--- config.mk ---
export PLATFORM = sky130hd
export DESIGN_NAME = refresh_scheduler
export DESIGN_NICKNAME = d
export VERILOG_FILES = /design/src/rtl/refresh_scheduler.sv
export SDC_FILE = /design/constraint.sdc
export NUM_CORES = 1
export LEC_CHECK = 0
export CAP_MARGIN = 5
export CORE_ASPECT_RATIO = 1.1
export CORE_MARGIN = 5
export CORE_UTILIZATION = 50
export DETAILED_ROUTE_END_ITERATION = 10
export PLACE_DENSITY = 0.76
export SLEW_MARGIN = 0
export SYNTH_ARGS = -nofsm -noshare
export SYNTH_HDL_FRONTEND = slang
export SYNTH_SLANG_ARGS = --single-unit
--- constraint.sdc ---
create_clock -name clk -period 2.75 [get_ports clk]
set_input_delay 0.55 -clock clk [delete_from_list [all_inputs] [get_ports clk]]
set_output_delay 0.55 -clock clk [all_outputs]
set_load 0.05 [all_outputs]
--- src/rtl/refresh_scheduler.sv ---
// Round-robin refresh scheduler for an array of gain-cell DRAM wrappers.
// Periodic requests are serviced one bank at a time, guarded by a watchdog and deadline flag.
module refresh_scheduler #(
    parameter int NUM_BANKS = 4,
    parameter int INTERVAL  = 1024,
    parameter int TIMEOUT   = 512,
    parameter int BW        = $clog2(NUM_BANKS)
) (
    input  logic                 clk,
    input  logic                 rst,
    input  logic                 enable,
    input  logic                 clear_err,
    input  logic [NUM_BANKS-1:0] ref_done,
    output logic [NUM_BANKS-1:0] start_sr,
    output logic [NUM_BANKS-1:0] ref_en_current,
    output logic [NUM_BANKS-1:0] ref_en_old,
    output logic                 busy,
    output logic [BW-1:0]        cur_bank,
    output logic                 deadline_miss,
    output logic                 timeout_err
);

    localparam int CW = $clog2(INTERVAL);
    localparam int WW = $clog2(TIMEOUT);

    localparam logic [1:0] IDLE   = 2'd0;
    localparam logic [1:0] START  = 2'd1;
    localparam logic [1:0] ACTIVE = 2'd2;
    localparam logic [1:0] FINISH = 2'd3;

    localparam logic [CW-1:0] CNT_LAST  = CW'(INTERVAL - 1);
    localparam logic [WW-1:0] WD_LAST   = WW'(TIMEOUT - 1);
    localparam logic [BW-1:0] BANK_LAST = BW'(NUM_BANKS - 1);

    logic [1:0]    state_reg, state_next;
    logic [CW-1:0] cnt_reg, cnt_next;
    logic          pending_reg, pending_next;
    logic [WW-1:0] wd_reg, wd_next;
    logic [BW-1:0] cur_bank_reg, cur_bank_next;
    logic          deadline_miss_reg, deadline_miss_next;
    logic          timeout_err_reg, timeout_err_next;

    logic          wrap;
    logic          take;
    logic          timeout_set;
    logic [BW-1:0] partner_bank;

    always_comb begin
        wrap        = enable && (cnt_reg == CNT_LAST);
        take        = (state_reg == IDLE) && pending_reg && enable;
        timeout_set = 1'b0;

        cnt_next = enable ? (wrap ? '0 : cnt_reg + CW'(1)) : '0;

        // A fresh wrap re-arms pending even on the edge that consumes the old request.
        if (!enable) begin
            pending_next = 1'b0;
        end else if (wrap) begin
            pending_next = 1'b1;
        end else if (take) begin
            pending_next = 1'b0;
        end else begin
            pending_next = pending_reg;
        end

        state_next    = state_reg;
        wd_next       = wd_reg;
        cur_bank_next = cur_bank_reg;

        case (state_reg)
            IDLE: begin
                if (take) begin
                    state_next = START;
                end
            end
            START: begin
                wd_next    = '0;
                state_next = ACTIVE;
            end
            ACTIVE: begin
                wd_next = wd_reg + WW'(1);
                if (ref_done[cur_bank_reg]) begin
                    state_next = FINISH;
                end else if (wd_reg == WD_LAST) begin
                    state_next  = FINISH;
                    timeout_set = 1'b1;
                end
            end
            default: begin
                cur_bank_next = (cur_bank_reg == BANK_LAST) ? '0 : cur_bank_reg + BW'(1);
                state_next    = IDLE;
            end
        endcase

        if (wrap && pending_reg && !take) begin
            deadline_miss_next = 1'b1;
        end else if (clear_err) begin
            deadline_miss_next = 1'b0;
        end else begin
            deadline_miss_next = deadline_miss_reg;
        end

        if (timeout_set) begin
            timeout_err_next = 1'b1;
        end else if (clear_err) begin
            timeout_err_next = 1'b0;
        end else begin
            timeout_err_next = timeout_err_reg;
        end
    end

    always_ff @(posedge clk or posedge rst) begin
        if (rst) begin
            state_reg         <= IDLE;
            cnt_reg           <= '0;
            pending_reg       <= 1'b0;
            wd_reg            <= '0;
            cur_bank_reg      <= '0;
            deadline_miss_reg <= 1'b0;
            timeout_err_reg   <= 1'b0;
        end else begin
            state_reg         <= state_next;
            cnt_reg           <= cnt_next;
            pending_reg       <= pending_next;
            wd_reg            <= wd_next;
            cur_bank_reg      <= cur_bank_next;
            deadline_miss_reg <= deadline_miss_next;
            timeout_err_reg   <= timeout_err_next;
        end
    end

    // Partner bank supplies the data source for the target's refresh.
    assign partner_bank = (cur_bank_reg == '0) ? BANK_LAST : cur_bank_reg - BW'(1);

    generate
        for (genvar gi = 0; gi < NUM_BANKS; gi++) begin : g_bank
            assign start_sr[gi]       = (state_reg == START) && (cur_bank_reg == BW'(gi));
            assign ref_en_current[gi] = ((state_reg == START) || (state_reg == ACTIVE))
                                        && (cur_bank_reg == BW'(gi));
            assign ref_en_old[gi]     = ((state_reg == START) || (state_reg == ACTIVE))
                                        && (partner_bank == BW'(gi));
        end
    endgenerate

    assign busy          = (state_reg != IDLE);
    assign cur_bank      = cur_bank_reg;
    assign deadline_miss = deadline_miss_reg;
    assign timeout_err   = timeout_err_reg;

endmodule
# ---- Word-level counts from Yosys, hierarchy flattened
# Cells that the tools add are included.
dict set report word_totals {
  elab_cells 73
  input_bits 8
  output_inout_bits 17
  register_bits 26
}
dict set report classes {
  reduce_logical 28
  addsub 4
  n_lt_le_gt_ge 1
  mux 20
  n_eq_ne 13
}
# cell count
set op_table {}
lappend op_table {{$mux W10} 2}
lappend op_table {{$pmux W9 S2} 1}
lappend op_table {{$logic_and A1 B1 Y1} 17}
lappend op_table {{$add A10 B1 Y10 const B} 1}
lappend op_table {{$eq A10 B10 Y1 const B} 1}
lappend op_table {{$eq A2 B2 Y1 const B} 5}
lappend op_table {{$mux W1} 10}
lappend op_table {{$mux W2} 5}
lappend op_table {{$add A9 B1 Y9 const B} 1}
lappend op_table {{$eq A9 B9 Y1 const B} 1}
lappend op_table {{$reduce_bool A2 Y1} 4}
lappend op_table {{$eq A2 B1 Y1 const B} 3}
lappend op_table {{$logic_not A2 Y1} 3}
lappend op_table {{$pmux W2 S3} 1}
lappend op_table {{$lt A2 B3 Y1 const B} 1}
lappend op_table {{$ne A3 B1 Y1 const B} 1}
lappend op_table {{$ne A3 B3 Y1 const B} 1}
lappend op_table {{$reduce_or A3 Y1} 1}
lappend op_table {{$add A2 B1 Y2 const B} 1}
lappend op_table {{$bmux W1 S2} 1}
lappend op_table {{$ne A2 B2 Y1 const B} 1}
lappend op_table {{$reduce_and A2 Y1} 1}
lappend op_table {{$sub A2 B1 Y2 const B} 1}
lappend op_table {{$logic_not A1 Y1} 1}
lappend op_table {{$logic_or A1 B1 Y1} 1}

# ---- Depth between registers and ports, before layout
dict set report logic_depth {
  ltp_word 6
  mapped_depth 8
  mapped_depth_nobuf 8
}

# ---- Worst setup path after synthesis
# No wires, ideal clock.
dict set report synth_timing {
  path_type {register to output}
  start {reg state_reg[0]}
  end {out ref_en_old[3]}
  arrival_time_ns 1.806
  path_stages_with_launch 6
  t_required_ns 2.200
  n_path_buf 2
  setup_slack_ns 0.394
  cell_sequence {dfrtp_1 inv_1 ha_1 clkbuf_1 and2_1 buf_4}
}
dict set report synth_between {
  elab_chain_len 3
  word_cells_on_any_way 4
  cone_classes {eq/ne: 2; reduce/logical: 2}
}
# item line
set synth_lines {}
lappend synth_lines {{start: declaration} 35} ;# logic [1:0] state_reg, state_next;
lappend synth_lines {{start signal: assignment} 122} ;# state_reg <= state_next;
lappend synth_lines {{$eq A2 B1 Y1 / $eq A2 B2 Y1 (equally long branches)} 140} ;# assign ref_en_old[gi] = ((state_reg == START) || (state_reg == ACTIVE))
lappend synth_lines {{$logic_or A1 B1 Y1 (*)} 140}
lappend synth_lines {{$logic_and A1 B1 Y1 (*)} 141} ;# && (partner_bank == BW'(gi));
lappend synth_lines {{end: declaration} 16} ;# output logic [NUM_BANKS-1:0] ref_en_old,
# Every way passes the cells marked *; elsewhere a longest branch is shown, timed or not.

# ---- Final worst setup path
dict set report layout_timing {
  start {reg cur_bank_reg[1] (netlist: cur_bank[1])}
  end {out start_sr[1]}
}
dict set report layout_between {
  elab_chain_len 2
}
# item line
set layout_lines {}
lappend layout_lines {{start: declaration} 39} ;# logic [BW-1:0] cur_bank_reg, cur_bank_next;
lappend layout_lines {{start signal: assignment} 126} ;# cur_bank_reg <= cur_bank_next;
lappend layout_lines {{$eq A2 B1 Y1} 137} ;# assign start_sr[gi] = (state_reg == START) && (cur_bank_reg == BW'(gi));
lappend layout_lines {{$logic_and A1 B1 Y1} 137}
lappend layout_lines {{end: declaration} 14} ;# output logic [NUM_BANKS-1:0] start_sr,
# No other way between the ends.

==> impl_metrics.env <==
export IMPL_status="completed"
export IMPL_insertedDiodeCount=0
export IMPL_placed_cells=209
export IMPL_skew_ns=0.0132
export IMPL_hold_class="flip-flop to flip-flop"
export IMPL_core_area_um2=2830
export IMPL_post_route_drc_count=0
export IMPL_holdPathStages=1
export IMPL_crit_slowest_cell="clkdlybuf4s50_1"
export IMPL_worst_slew_pin_slew_ns=0.517
export IMPL_synth_area_um2=1500
export IMPL_worst_ep_required_time_ns=2.20
export IMPL_path_max_fanout=7
export IMPL_r2r_setup_slack_ns=0.45
export IMPL_fin_tns_setup_ns=0
export IMPL_area_growth_pct=19.5
export IMPL_crit_buf_inv=2
export IMPL_dr_pass1_iters=4
export IMPL_crit_path_end_kind="output pin"
export IMPL_hp_start="cnt_reg[0]$_DFF_PP0_"
export IMPL_port_buffers=24
export IMPL_start_util=0.531
export IMPL_slew_viol_final=0
export IMPL_chipHeight_um=67.5
export IMPL_crit_chain="inv_1 > ha_1 > and2_1 > clkdlybuf4s50_1"
export IMPL_slowest_delay_ns=0.79
export IMPL_timing_rr_start="wd_reg[0]$_DFFE_PP0P_"
export IMPL_worst_r2r_endpoint="state_reg[1]$_DFFE_PP0P_"
export IMPL_ir_drop_v=0.00104
export IMPL_maxCapViolCount=0
export IMPL_crit_type="flip-flop to output pin"
export IMPL_synth_seq_area_share=0.433
export IMPL_p_leak_nw=0.830
export IMPL_clock_path_buffers=2
export IMPL_cts_sinks=26
export IMPL_p_per_area_nw_per_um2=950
export IMPL_ant_nets=0
export IMPL_drive_above_1_share=0.100
export IMPL_num_vias=1219
export IMPL_die_area_um2=4200
export IMPL_drtIter0Drc=68
export IMPL_finalPower_mw=1.71
export IMPL_boundaryPins=25
export IMPL_cts_resized=0
export IMPL_max_freq_mhz=385
export IMPL_path_clk_slew_ns=0.15
export IMPL_cts_root_buf="clkbuf_4"
export IMPL_place_ws_ns=0.444
export IMPL_cts_tree="yes"
export IMPL_syn_num_nets=176
export IMPL_rows=20
export IMPL_cts_buffers_inserted=3
export IMPL_synthFlopType="dfrtp_1"
export IMPL_grt_pass1_vias=1253
export IMPL_htreeDepth=1
export IMPL_whs_ns=0.500
export IMPL_rsz0062_at_grt="false"
export IMPL_post_route_period_util=0.945
export IMPL_largest_register_ffs=10
export IMPL_yosysWarnings=0
export IMPL_gp_congestion=0.763
export IMPL_die_w_um=62.3
export IMPL_synth_async_reset_ratio=1.00
export IMPL_clock_latency_ns=0.33
export IMPL_drt_wl_total_um=3050
export IMPL_postSynthCellCount=156
export IMPL_synth_edff_count=0
export IMPL_grt_overflow=0
export IMPL_worst_setup_path_start_kind="flip-flop"
export IMPL_post_cts_buffers=0
export IMPL_antenna_found_initial=0
export IMPL_layout_setup_ws_ns=0.150
export IMPL_min_to="cnt_reg[0]$_DFF_PP0_"
export IMPL_hold_viol=0
export IMPL_dp_hpwl_um=2330
export IMPL_ctsHoldBuffers=0
export IMPL_ys_seq_elements=26
export IMPL_grt_max_degree=27
export IMPL_worstRegToRegCells=8
export IMPL_netlist_cell_type_count=41
export IMPL_syn_avg_cell_area_um2=9.63
export IMPL_vias_per_cell=5.72
export IMPL_crit_family="buffers and inverters"
export IMPL_grt_pass1_wl_um=5260
export IMPL_post_layout_nonfiller_instances=213
export IMPL_grtUsageTotal=0.154
export IMPL_final_nets=201
export IMPL_worst_endpoint_arrival_ns=2.05
export IMPL_fin_crit_ns=2.60
export IMPL_avgRoutedWirePerCell_um=14.3
export IMPL_max_slew_margin=0.655
export IMPL_setup_violations=0
-- where the power goes --
part	total [mW]	internal (mW)	leakage [nW]	switching [mW]
clock	0.264	0.147	0.0279	0.116
combinational	0.946	0.321	0.450	0.626
sequential	0.496	0.428	0.352	0.0681
total	1.71	0.896	0.830	0.810
-- through the flow --
step / utilization / area, um^2
after global placement: 0.615 / 1740
after global routing: 0.635 / 1800
after detailed placement: 0.615 / 1740
after CTS: 0.633 / 1790
after floorplan: - / 1500
final: 0.635 / 1800
-- layout make-up --
cell class	instances	area, um^2
fill	244	1030
multi-input combinational	110	762
sequential	26	651
timing repair buffer	25	233
inverter	15	56.3
tap	33	41.3
clock inverter	1	30.0
clock buffer	3	22.5
-- worst reg2reg max path, stage by stage (launching register included) --
cell and delay [ns]:
dfrtp_1 0.45, ha_1 0.24, nand2_1 0.08, or2_1 0.22
nor2_1 0.11, ha_1 0.19, and3b_1 0.18, a221oi_1 0.38
mux2_2 0.38
-- cell usage after synthesis (2+ instances only) --
master / n / area share
buf_4: 4 / 0.020
or3_1: 3 / 0.012
nand3_1: 12 / 0.040
mux2i_1: 4 / 0.027
nand2b_1: 3 / 0.012
dfrtp_1: 26 / 0.43
or4_1: 4 / 0.020
and2_1: 9 / 0.037
o21ai_0: 10 / 0.033
nand2_1: 9 / 0.022
xor2_1: 2 / 0.012
and3_1: 2 / 0.0083
nor2_1: 6 / 0.015
o211ai_1: 3 / 0.015
ha_1: 12 / 0.10
a21oi_1: 5 / 0.017
nand4_1: 3 / 0.012
inv_1: 15 / 0.037
a21boi_0: 2 / 0.010
-- cell usage in the layout, fill, tap and decap left out, drive strengths merged, types with 2 or more instances in the layout --
cell type / synthesis / routed
a21boi: 2 / 2
a21oi: 5 / 5
and2: 9 / 9
and3: 2 / 2
and4: 2 / 2
buf: 4 / 9
clkbuf: 1 / 3
clkdlybuf4s50: 0 / 14
dfrtp: 26 / 26
dlymetal6s2s: 0 / 2
ha: 12 / 12
inv: 15 / 15
mux2i: 4 / 4
nand2: 10 / 10
nand2b: 3 / 3
nand3: 12 / 12
nand4: 3 / 3
nor2: 6 / 6
o211ai: 3 / 3
o21ai: 10 / 10
or3: 4 / 4
or4: 4 / 4
xor2: 2 / 2
-- how the worst max path moves through the flow --
stage	startpoint	to	slack [ns]	cells after the start
after detailed placement	cur_bank[0]$_DFFE_PP0N_	start_sr[0]	0.44	4
after CTS	cur_bank[0]$_DFFE_PP0N_	start_sr[0]	0.07	4
after floorplan	state_reg[0]$_DFFE_PP0P_	ref_en_old[3]	0.39	5
after global routing	cur_bank[1]$_DFFE_PP0N_	start_sr[1]	0.04	4
after global placement	cur_bank[0]$_DFFE_PP0N_	start_sr[0]	0.49	4
final	cur_bank[1]$_DFFE_PP0N_	start_sr[1]	0.15	4
-- metal layers --
layer / track usage / wire, um / up-vias
met5: 0 / 0 / -
met4: 0.0451 / 19 / 0
met3: 0.0349 / 167 / 2
met2: 0.304 / 1600 / 35
met1: 0.162 / 1270 / 587
li1: - / - / 595
-- kinds of logic after synthesis --
logic type,synth area share
AND/OR/NAND/NOR,0.226
flip-flops,0.433
XOR/XNOR,0.0175
buffers and inverters,0.0599
adder cells (fa/ha/maj),0.0999
AO/OA/AOI/OAI,0.130
multiplexers,0.0341
(Power assumes the default switching activity.)
